## src/rtl/microwave_pkg.sv

```systemverilog
// ============================================================================
// Module  : microwave_pkg
// Brief   : Shared state encoding and constants for the microwave cook timer.
// Revision: 1.0 - initial release
// ============================================================================
`default_nettype none

package microwave_pkg;

   typedef enum logic [2:0] {
      IDLE     = 3'd0,
      ARMED    = 3'd1,
      STARTING = 3'd2,
      RUN      = 3'd3,
      HOLD     = 3'd4,
      DONE     = 3'd5
   } timer_state_t;

   localparam int ADD_SECONDS = 30;

endpackage

`default_nettype wire

```

## src/rtl/microwave_cook_timer_prescaler.sv

```systemverilog
// ============================================================================
// Module  : tick_prescaler
// Brief   : Free-running 1 s tick generator; count freezes while en is low.
// Revision: 1.0 - initial release
// ============================================================================
`default_nettype none

module tick_prescaler #(
   parameter int TICK_DIV = 50_000_000
) (
   input  logic clk,
   input  logic nrst,
   input  logic en,
   input  logic clr,
   output logic tick
);

   localparam int             CW     = $clog2(TICK_DIV);
   localparam logic [CW-1:0]  C_LAST = CW'(TICK_DIV - 1);

   logic [CW-1:0] r_cnt;

   assign tick = en & (r_cnt == C_LAST);

   always_ff @(posedge clk or negedge nrst) begin
      if (!nrst) begin
         r_cnt <= '0;
      end else if (clr) begin
         r_cnt <= '0;
      end else if (en) begin
         r_cnt <= (r_cnt == C_LAST) ? '0 : r_cnt + CW'(1);
      end
   end

endmodule

`default_nettype wire

```

## src/rtl/microwave_cook_timer.sv

```systemverilog
// ============================================================================
// Module  : microwave_cook_timer
// Brief   : Cook-time sequencer; counts seconds down while heat is on.
//           `define ADD30_EN adds the add30 (+30 s) input.
// Revision: 1.0 - initial release
// ============================================================================
`default_nettype none

module microwave_cook_timer
   import microwave_pkg::*;
#(
   parameter int TW       = 12,
   parameter int TICK_DIV = 50_000_000
) (
   input  logic          clk,
   input  logic          nrst,
   input  logic [TW-1:0] time_in,
   input  logic          load,
   input  logic          start_btn,
   input  logic          cancel,
   input  logic          heat,
   input  logic          bell,
`ifdef ADD30_EN
   input  logic          add30,
`endif
   output logic          start,
   output logic          finish,
   output logic [TW-1:0] remaining,
   output logic          busy
);

   timer_state_t  r_state;
   timer_state_t  w_nxt;
   logic [TW-1:0] r_rem;
   logic [TW-1:0] w_rem_nxt;
   logic [TW-1:0] w_base;
   logic          r_start;
   logic          r_finish;
   logic          r_busy;
   logic          w_en;
   logic          w_clr;
   logic          w_tick;

   assign w_en  = (r_state == RUN) & heat;
   assign w_clr = (r_state == STARTING) & heat & ~cancel;

   tick_prescaler #(
      .TICK_DIV (TICK_DIV)
   ) u_prescaler (
      .clk  (clk),
      .nrst (nrst),
      .en   (w_en),
      .clr  (w_clr),
      .tick (w_tick)
   );

`ifdef ADD30_EN
   function automatic logic [TW-1:0] sat_add(input logic [TW-1:0] v);
      logic [TW:0] s;
      s = {1'b0, v} + (TW+1)'(ADD_SECONDS);
      return s[TW] ? '1 : s[TW-1:0];
   endfunction
`endif

   always_comb begin
      w_nxt     = r_state;
      w_rem_nxt = r_rem;
      w_base    = r_rem;
      case (r_state)
         IDLE: begin
`ifdef ADD30_EN
            if (add30 && !cancel) begin
               w_nxt     = STARTING;
               w_rem_nxt = TW'(ADD_SECONDS);
            end else
`endif
            if (load && (time_in != '0)) begin
               w_nxt     = ARMED;
               w_rem_nxt = time_in;
            end
         end
         ARMED: begin
            if (cancel) begin
               w_nxt     = IDLE;
               w_rem_nxt = '0;
            end else begin
               if (start_btn) w_nxt = STARTING;
`ifdef ADD30_EN
               if (add30) w_rem_nxt = sat_add(r_rem); else
`endif
               if (load && (time_in != '0)) w_rem_nxt = time_in;
            end
         end
         STARTING: begin
            if (cancel) begin
               w_nxt     = IDLE;
               w_rem_nxt = '0;
            end else if (heat) begin
               w_nxt = RUN;
            end
         end
         RUN: begin
            if (cancel) begin
               w_nxt     = DONE;
               w_rem_nxt = '0;
            end else begin
               // tick only exists while heat=1, so a HOLD entry never loses a decrement
               if (!heat) w_nxt = HOLD;
               w_base    = (w_tick && (r_rem != '0)) ? r_rem - TW'(1) : r_rem;
               w_rem_nxt = w_base;
`ifdef ADD30_EN
               if (add30) w_rem_nxt = sat_add(w_base);
`endif
               if (w_tick && (w_rem_nxt == '0)) w_nxt = DONE;
            end
         end
         HOLD: begin
            if (cancel) begin
               w_nxt     = DONE;
               w_rem_nxt = '0;
            end else begin
               if (heat) w_nxt = RUN;
`ifdef ADD30_EN
               if (add30) w_rem_nxt = sat_add(r_rem);
`endif
            end
         end
         DONE: begin
            if (bell) w_nxt = IDLE;
         end
         default: begin
            w_nxt     = IDLE;
            w_rem_nxt = '0;
         end
      endcase
   end

   // Outputs are registered from the next state so they align with r_state.
   always_ff @(posedge clk or negedge nrst) begin
      if (!nrst) begin
         r_state  <= IDLE;
         r_rem    <= '0;
         r_start  <= 1'b0;
         r_finish <= 1'b0;
         r_busy   <= 1'b0;
      end else begin
         r_state  <= w_nxt;
         r_rem    <= w_rem_nxt;
         r_start  <= (w_nxt == STARTING);
         r_finish <= (w_nxt == DONE);
         r_busy   <= (w_nxt != IDLE);
      end
   end

   assign start     = r_start;
   assign finish    = r_finish;
   assign remaining = r_rem;
   assign busy      = r_busy;

endmodule

`default_nettype wire
```

## config.mk

```make
export PLATFORM = sky130hd
export DESIGN_NAME = microwave_cook_timer
export DESIGN_NICKNAME = d
export VERILOG_FILES = /design/src/rtl/microwave_pkg.sv /design/src/rtl/microwave_cook_timer_prescaler.sv /design/src/rtl/microwave_cook_timer.sv
export SDC_FILE = /design/constraint.sdc
export NUM_CORES = 1
export LEC_CHECK = 0
export BUFFER_PORTS_ARGS = -buffer_cell sky130_fd_sc_hd__buf_2
export CORE_UTILIZATION = 59
export DETAILED_ROUTE_END_ITERATION = 8
export PLACE_DENSITY = 0.86
export SYNTH_ARGS = -nofsm -noshare
export SYNTH_HDL_FRONTEND = slang
export SYNTH_SLANG_ARGS = --single-unit
```

## constraint.sdc

```tcl
create_clock -name clk -period 3.4 [get_ports clk]
set_input_delay 0.34 -clock clk [delete_from_list [all_inputs] [get_ports clk]]
set_output_delay 0.34 -clock clk [all_outputs]
set_load 0.01 [all_outputs]
```

* Word level (Yosys, flattened, before mapping)
Cells that the tools add are included.
** Word-level totals
- Output and inout port bits :: 15
- Bits in registers :: 44
- Bits of input ports :: 19
- Logic and storage cells :: 54
** Operators by class
- Add/sub/neg operators :: 2
- Multiplexer cells :: 20
- Bitwise operators :: 6
- Equality and inequality tests :: 9
- Reductions and logical operators :: 11
** Operators by type and width (count)
- two-way mux 26 bit :: 3
- two-way mux 12 bit :: 5
- case mux 12 bit (5 select lines) :: 1
- two-way mux 3 bit :: 10
- adder 26 x 1 -> 26 bit, second input constant :: 1
- equality test 26 bit, second input constant :: 1
- nonzero test 12 bit :: 2
- case mux 3 bit (6 select lines) :: 1
- zero test 12 bit :: 1
- subtractor 12 x 1 -> 12 bit, second input constant :: 1
- equality test 3 x 2 -> 1 bit, second input constant :: 3
- equality test 3 bit, second input constant :: 3
- AND 1 bit :: 4
- equality test 3 x 1 -> 1 bit, second input constant :: 1
- logical AND 1 bit :: 3
- zero test 3 bit :: 1
- nonzero test 3 bit :: 1
- != test 2 x 1 -> 1 bit, second input constant :: 1
- inverter 1 bit :: 2
- AND reduction 2 bit :: 1
- nonzero test 2 bit :: 1
- OR reduction 2 bit :: 1

* Logic depth before layout (Yosys ltp)
- Word-level depth :: 11
- Gate-level depth with buffers :: 9
- Depth with buffers taken out :: 8

* Modules after synthesis
A second synthesis with hierarchy kept.
** Unflattened totals
- Cell total of the unflattened synthesis :: 344
- Area total of the unflattened synthesis :: 3014.1 um2
** Modules (own cells, without submodules)
- tick_prescaler :: cells an instance 173, sequential area each 650.6 um2, area an instance 1551.5 um2, times used 1
- microwave_cook_timer :: cells an instance 171, sequential area each 450.4 um2, area an instance 1462.7 um2, times used 1

* Least setup slack after synthesis
No wires, ideal clock.
- Kind :: register to register
- Start :: register r_rem[0], in the netlist remaining[0]
- End :: register r_state[1]
- Required time :: 3.281 ns
- Arrival time :: 2.340 ns
- Path buffers :: 1
- Setup slack :: 0.941 ns
- Clock period less this slack :: 2.459 ns
- Library setup time :: 0.119 ns
- Stages on the path, launching flop included :: 9
- Cell sequence :: dfrtp_1 > inv_1 > ha_1 > clkbuf_1 > nor3b_1 > or4b_1 > xnor2_1 > a211o_1 > o21ba_1
** Between the ends
- Longest elaborated chain between the ends :: 8
- Elaborated cells on any way between the ends :: 9
- Classes of those cells :: 1 x add/sub; 4 x mux; 4 x reduce/logical
** Ends and longest elaborated chain
- from (decl) :: line microwave_cook_timer.sv:34 : logic [TW-1:0] r_rem;
- from (signal assigned) :: line microwave_cook_timer.sv:148 : r_rem <= w_rem_nxt;
- parallel branches: the longest is 2 deep, another holds subtractor 12 x 1 -> 12 bit
- two-way mux 12 bit * :: line microwave_cook_timer.sv:109 : w_base = (w_tick && (r_rem != '0)) ? r_rem - TW'(1) : r_rem;
- zero test 12 bit * :: line microwave_cook_timer.sv:114 : if (w_tick && (w_rem_nxt == '0)) w_nxt = DONE;
- logical AND 1 bit * :: line microwave_cook_timer.sv:114
- two-way mux 3 bit * :: line microwave_cook_timer.sv:114
- two-way mux 3 bit * :: line microwave_cook_timer.sv:103 : if (cancel) begin
- case mux 3 bit (6 select lines) * :: line microwave_cook_timer.sv:69 : case (r_state)
- named net w_nxt[1] :: line microwave_cook_timer.sv:33 : timer_state_t w_nxt;
- to (signal assigned) :: line microwave_cook_timer.sv:147 : r_state <= w_nxt;
- to (decl) :: line microwave_cook_timer.sv:32 : timer_state_t r_state;
Mark *: on every way through the listed nets, which the timed path passes.
A chain may end at the register's enable or synchronous reset.

* Worst setup path in the final report
- Start :: register u_prescaler.r_cnt[7]
- End :: register r_state[1]
** Between the ends
- Longest elaborated chain between the ends :: 9
** Ends and longest elaborated chain
- from (decl) :: line microwave_cook_timer_prescaler.sv:21 : logic [CW-1:0] r_cnt;
- from (signal assigned) :: line microwave_cook_timer_prescaler.sv:31 : r_cnt <= (r_cnt == C_LAST) ? '0 : r_cnt + CW'(1);
- equality test 26 bit * :: line microwave_cook_timer_prescaler.sv:23 : assign tick = en & (r_cnt == C_LAST);
- AND 1 bit * :: line microwave_cook_timer_prescaler.sv:23
- logical AND 1 bit :: line microwave_cook_timer.sv:109
- two-way mux 12 bit :: line microwave_cook_timer.sv:109
- zero test 12 bit :: line microwave_cook_timer.sv:114
- logical AND 1 bit * :: line microwave_cook_timer.sv:114
- two-way mux 3 bit * :: line microwave_cook_timer.sv:114
- two-way mux 3 bit * :: line microwave_cook_timer.sv:103
- case mux 3 bit (6 select lines) * :: line microwave_cook_timer.sv:69
- named net w_nxt[1] :: line microwave_cook_timer.sv:33
Mark *: on every way through the listed nets, which the timed path passes. The rest lies on a longest branch.

==> results.json <==
{
  "clkTransAtPathRegs_ns": 0.08,
  "layout.nets": 391,
  "design_area_um2": 3220,
  "numCtsBuffers": 5,
  "n_antenna_cell": 0,
  "synth-xor-area-share_pct": 6.00,
  "io_buffers": 33,
  "vias": 2833,
  "combPwrFrac_pct": 47.9,
  "die_area_um2": 5230,
  "fillers": 402,
  "hold_viol_final": 0,
  "critPathLaunchType": "flop",
  "synth_compound_area_share_pct": 16.9,
  "cts_sinks": 44,
  "rows": 25,
  "slew_viol_final": 0,
  "synth_seq_area_share_pct": 37.7,
  "max-cap-violations": 0,
  "status": "finished, final reports clean",
  "power_frac_seq_pct": 37.3,
  "drcViolationCount": 0,
  "synth_top_family_by_area": "simple AND/OR/NAND/NOR gates",
  "register_area_um2": 1100,
  "drive_gt1_share_pct": 15.7,
  "multiInputGateArea_um2": 1730,
  "p_int_w": 0.00126,
  "synth_warnings": 0,
  "grtUsageTotal_pct": 30.6,
  "die_w_um": 72.3,
  "cts_tree": "built",
  "postCtsSetupBuffers": 0,
  "fmax_mhz": 386,
  "wl_per_cell_um": 17.0,
  "drtIter0Drc": 265,
  "start_util_pct": 61.4,
  "worst_pin_slew_ns": 0.991,
  "worstPathRequired_ns": 3.60,
  "skew_ns": 0.00786,
  "p_sw_w": 0.00107,
  "cts_buffer_depth": 2,
  "stdcell_count": 437,
  "cp_max_fo": 16,
  "clockPowerShare_pct": 14.8,
  "cts-root-buf": "clkbuf_8",
  "viasPerCell": 6.48,
  "synth_nets": 361,
  "synthFlopType": "dfrtp_1",
  "fin_crit_sh_pct": 76.3,
  "grt_overflow": 0,
  "cts_max_level": 2,
  "syn_to_final_growth_pct": 10.3,
  "wirelength_um": 7430,
  "first_pass_iters": 6,
  "crit_type": "flop to flop",
  "hpwl_um": 5210,
  "cts_resized": 0,
  "ios": 34,
  "max_slew_margin_pct": 33.9,
  "p_leak_nw": 1.45,
  "grt_start_max_net_pins": 45,
  "fp.coreArea_um2": 4750,
  "place_ws_ns": 0.892,
  "yosys.area_share.simple_pct": 33.5,
  "dp.cells": 429,
  "vdd_drop_max_mv": 0.486,
  "syn-instance-count": 339,
  "gp_congestion": 0.904,
  "finalWorstSetupSlack_ns": 0.807,
  "clk_latency_ns": 0.30,
  "ys_ff_latch": 44,
  "antenna_found_initial": 0,
  "syn_area_um2": 2920,
  "synth_edf_count": 0,
  "synthAdderAreaFrac_pct": 1.29,
  "p_total_w": 0.00233,
  "finalSetupTns_ns": 0,
  "powerDensity_nw_per_um2": 725,
  "final_common_cell": "nor2_1",
  "antenna_left": 0,
  "worstPathArrival_ns": 2.79,
  "dieHeight_um": 72.3,
  "min_period_ns": 2.59,
  "synth_cell_types": 66,
  "switching_share_pct": 46.0,
  "rsz0062_at_grt": "false",
  "postSynth.asyncResetShare_pct": 100,
  "place_area_um2": 3130,
  "setup_viol": 0,
  "synth_mux_area_share_pct": 1.42,
  "grt_pass1_wl_um": 12400,
  "grt_pass1_vias": 2620,
  "hp-class": "input pin to async pin",
  "cts_hold_buf": 0,
  "worstSetupEndpointType": "flop",
  "avgSynthCellArea_um2": 8.61,
  "final_cell_mix": "nor2_1 (45), dfrtp_1 (44), buf_2 (33)"
}
[per-layer routing]
layer | up-vias | share of wire (%) | global-route usage (%)
met1 | 1336 | 41 | 38.8
met5 | - | 0 | 0
met4 | 0 | 3.3 | 13.5
met3 | 35 | 7.0 | 5.69
li1 | 1314 | - | -
met2 | 148 | 49 | 51.1
[synth_stat cells (all sizes together) (3+ instances only)]
cell     n  area share, %
and4b    3            1.0
inv      8            1.0
nand2b   4           0.86
and3    11            2.4
nor2    45            5.8
a31oi    5            1.1
ha       3            1.3
xor2    11            3.3
clkbuf   8            1.0
o311ai   5            1.5
nand4   17            4.2
a21oi   11            1.9
nor2b    3           0.64
o21ai   27            4.6
nor4b    3            1.4
nor4     8            2.4
mux2i    3            1.0
o211ai   3           0.77
nand2   33            4.3
xnor2    9            2.7
a211o    3           0.90
dfrtp   44             38
or3      5            1.1
nor3     7            1.5
nand3   19            3.4
buf      5            1.0
[critical path, stage by stage, from the launching register on]
cell	delay, ns
dfrtp_1	0.46
nor4bb_1	0.33
nand4_1	0.26
a311oi_4	0.74
nand3_1	0.17
a22o_1	0.33
o21ba_1	0.18
[sequential cells by signal (all words and copies together), names as in the netlist]
signal and count:
u_prescaler.r_cnt 26, start 1, busy 1, r_state 3, finish 1, remaining 12
[power groups by stage]
stage | clock [W] | sequential (W) | combinational (W)
floorplan | 0 | 0.000848 | 0.000772
global placement | 0 | 0.000861 | 0.00106
detailed placement | 0 | 0.000870 | 0.00108
CTS | 0.000349 | 0.000859 | 0.00109
global route | 0.000368 | 0.000888 | 0.00122
finish | 0.000346 | 0.000870 | 0.00112
[stage by stage]
| stage | util (%) | hold slack, ns |
|---|---|---|
| 2_1_floorplan | - | 0.0444 |
| 3_3_place_gp | 65.8 | 0.505 |
| 3_5_place_dp | 65.8 | 0.521 |
| 4_1_cts | 67.7 | 0.235 |
| 5_1_grt | 67.7 | 0.290 |
| 6_report | 67.7 | 0.196 |
[worst paths after layout]
kind / from / depth (start not counted) / endpoint / slack (ns)
max: u_prescaler.r_cnt[7] / 6 / r_state[1] / 0.81
min: nrst / 1 / u_prescaler.r_cnt[15] / 0.20
max reg2reg: u_prescaler.r_cnt[7] / 6 / r_state[1] / 0.81
min reg2reg: u_prescaler.r_cnt[23] / 1 / u_prescaler.r_cnt[23] / 0.55
max in group asynchronous: nrst / 1 / u_prescaler.r_cnt[17] / 2.59
min in group clk: time_in[3] / 3 / remaining[3] / 0.27
[cell type report]
| cell class | instances | share of cell area, % |
|---|---|---|
| repair buffers | 36 | 5.83 |
| flip-flops and latches | 44 | 34.2 |
| inverters | 8 | 0.933 |
| multi-input cells | 274 | 53.6 |
| well taps | 67 | 2.60 |
| clock buffers | 8 | 2.80 |
[cells by family (layout without fill, tap and decap cells)]
kind of cell | after synthesis | count (layout)
flops | 44 | 44
simple gates | 174 | 174
compound gates | 73 | 73
mux | 4 | 4
fa+ha+maj | 3 | 3
buf+inv | 21 | 52
xor+xnor | 20 | 20
No activity file was read; power rests on OpenSTA's default activity.
